File: src/rtl/bin_to_bcd_seq.sv
// Sequential double-dabble converter: unsigned BIN_W-bit binary to DIGITS packed BCD digits.
// One conversion takes BIN_W shift cycles; the result and overflow flag are held between completions.
module bin_to_bcd_seq #(
    parameter int BIN_W  = 8,
    parameter int DIGITS = 3
) (
    input  logic                  CLK,
    input  logic                  RESET,
    input  logic                  START,
    input  logic [BIN_W-1:0]      BIN,
    output logic                  BUSY,
    output logic                  DONE,
    output logic [4*DIGITS-1:0]   BCD,
    output logic                  OVF,
    output logic                  state_dbg
);

    // Handshake: START is taken on any rising edge where the converter is idle
    // (BUSY=0, including the DONE cycle); START while BUSY is dropped, never queued.
    // DONE pulses for exactly one cycle when BCD/OVF take a new result.

    localparam int BCD_W = 4 * DIGITS;
    localparam int CNT_W = $clog2(BIN_W + 1);

    typedef enum logic {
        IDLE  = 1'b0,
        SHIFT = 1'b1
    } state_t;

    state_t             state;
    state_t             state_nx;
    logic [CNT_W-1:0]   cnt;
    logic [BIN_W-1:0]   shreg;
    logic [BCD_W-1:0]   scratch;
    logic [BCD_W-1:0]   adj;
    logic [BCD_W-1:0]   scratch_nx;
    logic               ovf_acc;
    logic               ovf_nx;
    logic               last;

    // Add-3 correction per digit; a 4-bit add, so nothing carries between digits.
    always_comb begin
        adj = scratch;
        for (int d = 0; d < DIGITS; d++) begin
            if (scratch[4*d +: 4] >= 4'd5) begin
                adj[4*d +: 4] = scratch[4*d +: 4] + 4'd3;
            end
        end
    end

    // The bit leaving the top digit is worth 10^DIGITS, so dropping it leaves the value mod 10^DIGITS.
    assign scratch_nx = {adj[BCD_W-2:0], shreg[BIN_W-1]};
    assign ovf_nx     = ovf_acc | adj[BCD_W-1];
    assign last       = (cnt == CNT_W'(1));

    always_ff @(posedge CLK or posedge RESET) begin
        if (RESET) begin
            state <= IDLE;
        end else begin
            state <= state_nx;
        end
    end

    always_comb begin
        state_nx = state;
        case (state)
            IDLE:    if (START) state_nx = SHIFT;
            SHIFT:   if (last)  state_nx = IDLE;
            default: state_nx = IDLE;
        endcase
    end

    always_comb begin
        BUSY      = (state == SHIFT);
        state_dbg = state;
    end

    always_ff @(posedge CLK or posedge RESET) begin
        if (RESET) begin
            cnt     <= '0;
            shreg   <= '0;
            scratch <= '0;
            ovf_acc <= 1'b0;
            BCD     <= '0;
            OVF     <= 1'b0;
            DONE    <= 1'b0;
        end else begin
            DONE <= 1'b0;
            if (state == IDLE) begin
                if (START) begin
                    shreg   <= BIN;
                    scratch <= '0;
                    ovf_acc <= 1'b0;
                    cnt     <= CNT_W'(BIN_W);
                end
            end else begin
                scratch <= scratch_nx;
                shreg   <= {shreg[BIN_W-2:0], 1'b0};
                ovf_acc <= ovf_nx;
                cnt     <= cnt - CNT_W'(1);
                if (last) begin
                    BCD  <= scratch_nx;
                    OVF  <= ovf_nx;
                    DONE <= 1'b1;
                end
            end
        end
    end

endmodule

File: config.mk
export PLATFORM = sky130hd
export DESIGN_NAME = bin_to_bcd_seq
export DESIGN_NICKNAME = d
export VERILOG_FILES = /design/src/rtl/bin_to_bcd_seq.sv
export SDC_FILE = /design/constraint.sdc
export NUM_CORES = 1
export LEC_CHECK = 0
export ABC_AREA = 0
export CAP_MARGIN = 20
export CORE_MARGIN = 2
export CORE_UTILIZATION = 40
export CTS_CLUSTER_SIZE = 14
export DETAILED_ROUTE_END_ITERATION = 12
export PLACE_DENSITY_LB_ADDON = 0.3
export SYNTH_ARGS = -nofsm -noshare
export SYNTH_HDL_FRONTEND = slang
export SYNTH_SLANG_ARGS = --single-unit
File: constraint.sdc
create_clock -name CLK -period 3.2 [get_ports CLK]
set_input_delay 0.48 -clock CLK [delete_from_list [all_inputs] [get_ports CLK]]
set_output_delay 0.48 -clock CLK [all_outputs]
set_load 0.005 [all_outputs]
==> results of run 1 <==
==> final cells by class <==
type                       count  area, sq um
timing repair buffer          29          283
multi-input combinational    126          795
fill                         438         2350
sequential                    40         1000
clock buffer                   6         72.6
tap                           54         67.6
inverter                      13         53.8
clock inverter                 2         35.0
==> worst paths after layout <==
path | startpoint | to | cells past startpoint | slack (ns)
worst max-delay path | cnt[1] | BCD[2] | 5 | 1.19
worst min-delay path | BCD[5] | BCD[5] | 2 | 0.48
worst max register to register | cnt[1] | BCD[2] | 5 | 1.19
worst min register to register | BCD[5] | BCD[5] | 2 | 0.48
max in group asynchronous | RESET | BCD[1] | 3 | 2.25
min in group asynchronous | RESET | shreg[3] | 3 | 0.60
==> where the power goes <==
part | switching, mW | total [mW] | internal [mW]
Clock | 0.171 | 0.402 | 0.231
Combinational | 0.470 | 0.975 | 0.505
Sequential | 0.158 | 0.882 | 0.725
==> cell usage in the layout, fill, tap and decap left out, types with 2 or more instances in the layout <==
| cell type | instances |
|---|---|
| dfrtp_1 | 40 |
| nand2_1 | 28 |
| clkdlybuf4s50_1 | 26 |
| o21ai_0 | 16 |
| a21oi_1 | 11 |
| inv_1 | 11 |
| mux2i_1 | 10 |
| nor2_1 | 8 |
| ha_1 | 8 |
| o21ai_1 | 6 |
| nor3b_1 | 5 |
| o22ai_1 | 5 |
| clkbuf_8 | 5 |
| xnor2_1 | 4 |
| nor3_1 | 4 |
| mux2_1 | 4 |
| nand2b_1 | 3 |
| a21o_1 | 3 |
| buf_4 | 3 |
| nand3_1 | 2 |
==> kinds of logic (layout without fill, tap and decap cells) <==
logic type | count (synthesis) | in the layout | synth area share, %
and+or+nand+nor | 53 | 53 | 12.9
AOI/OAI and AO/OA | 46 | 46 | 13.7
DFF | 40 | 40 | 52.8
buffers and inverters | 22 | 50 | 5.34
muxes | 15 | 15 | 8.25
adders and majority gates | 8 | 8 | 5.28
xor gates and xnor gates | 4 | 4 | 1.85
==> metrics by stage <==
step / utilization, % / hold slack (ns) / cell area, sq um
after floorplan: - / 0.452 / 1900
after global placement: 47.2 / 0.466 / 2200
final: 49.5 / 0.483 / 2310
after detailed placement: 47.2 / 0.475 / 2200
after CTS: 49.5 / 0.492 / 2310
after global routing: 49.5 / 0.518 / 2310
==> worst max-delay path: stages, from the launching register on <==
cell and delay [ns]:
dfrtp_1 0.39, inv_1 0.08, ha_1 0.14, or4b_1 0.72
clkinv_4 0.21, mux2_1 0.34
==> metal layers <==
metal	share of wire, %	track usage [%]	vias up	wire length [microns]
li1	-	-	692	-
met1	46	20.4	630	1550
met2	48	20.8	25	1610
met3	4.2	5.11	6	141
met4	1.6	7.00	0	55
met5	0	0	-	0
==> sequential cells by signal, summed over array words and instances, names as in the netlist <==
register / flops
BCD: 12
scratch: 12
shreg: 8
cnt: 4
BUSY: 1
DONE: 1
OVF: 1
ovf_acc: 1
==> metrics, run 1 <==
status=finished clean; CTS Sinks=40; Post-CTS Setup Repair Bufs=0; Max Slew Vio Count=0; root buffer cell=clkbuf_8; unrepaired setup endpoints after global routing=no; share of post-route cells with drive strength above 1=under 10%; most frequent cell after synthesis=dfrtp_1; area of the core=~4700 sq um; Pwr Total=approximately 2.3 mW; Die H=~73 microns; pin count of the biggest net entering global routing=slightly above 40; Placed Instances=262; Max clock buf depth=2; Tightest Pin Transition=between 0.5 and 0.6 ns; post-synthesis sequential area ratio=approximately 53%; CP startpoint kind=flip-flop; worst hold path type=flip-flop to flip-flop; Num CTS Buffers=5; Yosys top cell by area=dfrtp_1; Tcrit/Tclk final=between 60% and 70%; Rows=25; via count=between 1000 and 1500; PortBufs=26; H-tree depth=2; Via density=5.01; critical path fanouts, max=15; Post-Synthesis Cells=around 190; Die Area=5310 sq um; post-route insts no fill=270; Final ANT Viol Nets=0; hold_buf cts=0; Worst setup EP type=flip-flop; Critical Path AT=~2.2 ns; syn nets=just over 200; post-layout min period=just over 2 ns; VDD IR max=~0.0004 V; clk_skew=about 0.0047 ns; post-DP HPWL=between 2000 and 2500 microns; asr flop ratio synth=100%; Seq cells post-synth=40; synth unique cells=32; Post-synth top cells=40 x dfrtp_1, 28 x nand2_1, 16 x o21ai_0, 11 x a21oi_1, 11 x inv_1; DRT iter0 DRCs=84; Setup Viol. Count Final=0; routability cong.=~0.71; first-pass iteration count of the detailed router=4; synth-to-layout area growth=21.6%; initial antenna violation count=0; Syn Std Cell Area=1900 sq um; Total GRT Usage=around 15%; first-pass GRT wire length=a little under 6000 microns; Clock transition at path regs=0.07 ns; top cell type's share of synthesized area=between 50% and 60%; Ys Warns=0; final setup TNS=0 ns; worst setup margin=approximately 1.2 ns; Die Wd=roughly 73 microns; final hold violation count=0; slew margin rel.=about 63%; CP Class=flip-flop to flip-flop; pre-CTS WS=approximately 1.2 ns; cts repair resizes=0; Routed WL=3360 microns; Final nets=~230; Lkg Pwr=approximately 1.1 nW; Syn Area/Cell=a little over 10 sq um; Antenna diodes=0; Max Fclk=497 MHz; ranking of synthesized cells by area=dfrtp_1 53%, nand2_1 5.5%, ha_1 5.3%, mux2i_1 5.3%, o21ai_0 4.2%; CTS tree=yes; total I/O pin count=27; Initial Util=40.7%; vias in the first global route=between 1000 and 1500; Clk Latency, worst-skew pair=a little under 0.3 ns; prevailing post-synth register cell=dfrtp_1; max cap viols=0; critical path required time=3.37 ns; Post-synth EDFFs=0; remaining global-route overflow=0; Residual DRC=0; WL/cell=roughly 12 microns; PwrDens=between 900 and 1000 nW/um^2
Power figures use the tool's default switching activity.
==> inputs of run 2 (changes only) <==
==> constraint.sdc (replaced) <==
create_clock -name CLK -period 2.05 [get_ports CLK]
set_input_delay 0.3075 -clock CLK [delete_from_list [all_inputs] [get_ports CLK]]
set_output_delay 0.3075 -clock CLK [all_outputs]
set_load 0.005 [all_outputs]
==> run 2 against run 1 <==
Net effect:
- clock skew is 0.0035 ns higher
- combinational power is 59% higher
- sequential share of layout area is 0.14 points lower
- worst hold slack worse by 0.044 ns
- sequential power is 56% higher
- setup slack worse by 0.98 ns
- utilization is 0.16 points higher
- die area stayed put
- largest power group unchanged
==> metrics, run 2 (synthesis gave the netlist of run 1 again) <==
status=finished clean; worst hold path type=primary input to asynchronous set/reset pin; VDD IR max=0.000514 V (+25%); Die Wd=72.9 microns (unchanged); CTS tree=yes; Rows=25 (unchanged); Max Slew Vio Count=0 (unchanged); met2 Resource Use GR=23.4% (+2.6 points); via count=1367 (+1.0%); Cell Chain, Critical Path=buf_4 -> clkdlybuf4s50_1; Most Crowded Layer GR=met2; critical path's largest stage delay=0.57 ns (-0.15 ns); Max Fclk=approximately 540 MHz; Final nets=239 (+2.1%); PortBufs=26 (unchanged); Final ANT Viol Nets=0 (unchanged); vias in the first global route=1313 (+9.2%); final hold violation count=0 (unchanged); clk_skew=0.00814 ns (+0.00348 ns); placed inst area=2240 sq um (+1.7%); Residual DRC=0 (unchanged); critical path required time=1.74 ns (-1.63 ns); post-DP HPWL=2420 microns (+5.2%); worst setup margin=0.211 ns (-0.979 ns); slew margin rel.=65.8% (+2.6 points); Clk Latency, worst-skew pair=0.29 ns (about the same); pin count of the biggest net entering global routing=41 (unchanged); final setup TNS=0 ns (unchanged); Setup Viol. Count Final=0 (unchanged); largest registers=BCD x12, scratch x12, shreg x8; Slowest-stage cell, CP=clkdlybuf4s50_1; critical path fanouts, max=32 (+17); CP startpoint kind=flip-flop; DRT iter0 DRCs=93 (+11%); pre-CTS WS=0.342 ns (-0.872 ns); most common cell after layout, fill and taps aside=dfrtp_1; PwrDens=1480 nW/um^2 (+51%); Num CTS Buffers=5 (unchanged); total I/O pin count=27 (unchanged); remaining global-route overflow=0 (unchanged); CP Class=flip-flop to primary output; Via density=4.99 (-0.44%); Tcrit/Tclk final=between 80% and 90%; routability cong.=0.707 (-0.94%); hold_buf cts=0 (unchanged); Die Area=5310 sq um (unchanged); cts repair resizes=0 (unchanged); synth-to-layout area growth=22.0%; cell family with most CP delay=buffers and inverters; Fillers=438 (unchanged); Tightest Pin Transition=0.513 ns (-0.0394 ns); footprint of the multi-input gates=795 sq um (unchanged); M1 GR Usage=21.1% (+0.71 points); Lkg Pwr=1.07 nW (+1.0%); WL/cell=12.9 microns (+3.9%); Worst setup EP type=primary output; Hold WS=0.439 ns (-0.0438 ns); commonest non-fill, non-tap cells in the layout=40 x dfrtp_1, 28 x nand2_1, 26 x clkdlybuf4s50_1; sequential cell area=1000 sq um (unchanged); fin area=2310 sq um (+0.33%); H-tree depth=2 (unchanged); Critical Path AT=1.53 ns (-0.65 ns); worst path bufs/invs=2 (unchanged); Total GRT Usage=15.3% (+0.56 points); Die H=72.9 microns (unchanged); Post-CTS Setup Repair Bufs=0 (unchanged); Max clock buf depth=2 (unchanged); Initial Util=40.7% (unchanged); met3 usage=4.42% (-0.69 points); root buffer cell=clkbuf_8; max cap viols=0 (unchanged); first-pass iteration count of the detailed router=4 (unchanged); initial antenna violation count=0 (unchanged); unrepaired setup endpoints after global routing=no; Routed WL=3540 microns (+5.4%); post-layout min period=roughly 1.8 ns; area of the core=4660 sq um (unchanged); first-pass GRT wire length=6190 microns (+4.3%); share of post-route cells with drive strength above 1=8.18% (+1.7 points); Clock transition at path regs=0.08 ns (about the same); Antenna diodes=0 (unchanged); CTS Sinks=40 (unchanged)
[run 2: cell count changes in the layout (fill, tap and decap cells not counted), sizes merged]
cell / change
buf: +5
bufinv: -1
[run 2: stage by stage]
stage / util [%] / total power [mW] / cells
after floorplan: - / 2.41 / 188
after global placement: 48.0 / 2.91 / 267
after detailed placement: 48.0 / 2.96 / 267
after CTS: 49.7 / 3.46 / 274
after global routing: 49.7 / 3.76 / 274
final: 49.7 / 3.43 / 274
[run 2: final timing paths]
kind,startpoint,endpoint,slack [ns],cells after the start
max,BUSY,BUSY,0.21,2
min,RESET,scratch[5],0.44,3
max reg2reg,scratch[4],scratch[6],0.30,6
min reg2reg,BCD[7],BCD[7],0.48,2
max in group asynchronous,RESET,BCD[10],1.25,3
min in group CLK,BCD[7],BCD[7],0.48,2
[run 2: tightest hold or removal path: cells and delay by family]
family | cells | cell delay [ns]
buf+inv | 3 | 0.87
[run 2: cell type report]
class                           instances  area share, %
Sequential cell                        40           43.2
Multi-Input combinational cell        126           34.3
Timing Repair Buffer                   34           13.8
Clock buffer                            6           3.14
Tap cell                               54           2.92
Inverter                               13           2.32
Clock inverter                          1          0.216
[run 2: report_power, final]
| part | switching [mW] | internal, mW | total, mW |
|---|---|---|---|
| registers | 0.248 | 1.13 | 1.38 |
| logic | 0.742 | 0.812 | 1.55 |
| clock network | 0.264 | 0.232 | 0.495 |
[run 2: metal layers]
metal | wire length (microns) | part of all wire, %
met2 | 1660 | 47
met1 | 1710 | 48
met3 | 119 | 3.4
met5 | 0 | 0
met4 | 50 | 1.4
==> inputs of run 3 (changes only) <==
--- a/config.mk
+++ b/config.mk
@@ -6,12 +6,12 @@
 export NUM_CORES = 1
 export LEC_CHECK = 0
 export ABC_AREA = 0
-export CAP_MARGIN = 20
 export CORE_MARGIN = 2
 export CORE_UTILIZATION = 40
 export CTS_CLUSTER_SIZE = 14
 export DETAILED_ROUTE_END_ITERATION = 12
 export PLACE_DENSITY_LB_ADDON = 0.3
+export SLEW_MARGIN = 5
 export SYNTH_ARGS = -nofsm -noshare
 export SYNTH_HDL_FRONTEND = slang
 export SYNTH_SLANG_ARGS = --single-unit
==> results of run 3 <==
Final layout, timing and power as in run 2 (identical DEF).
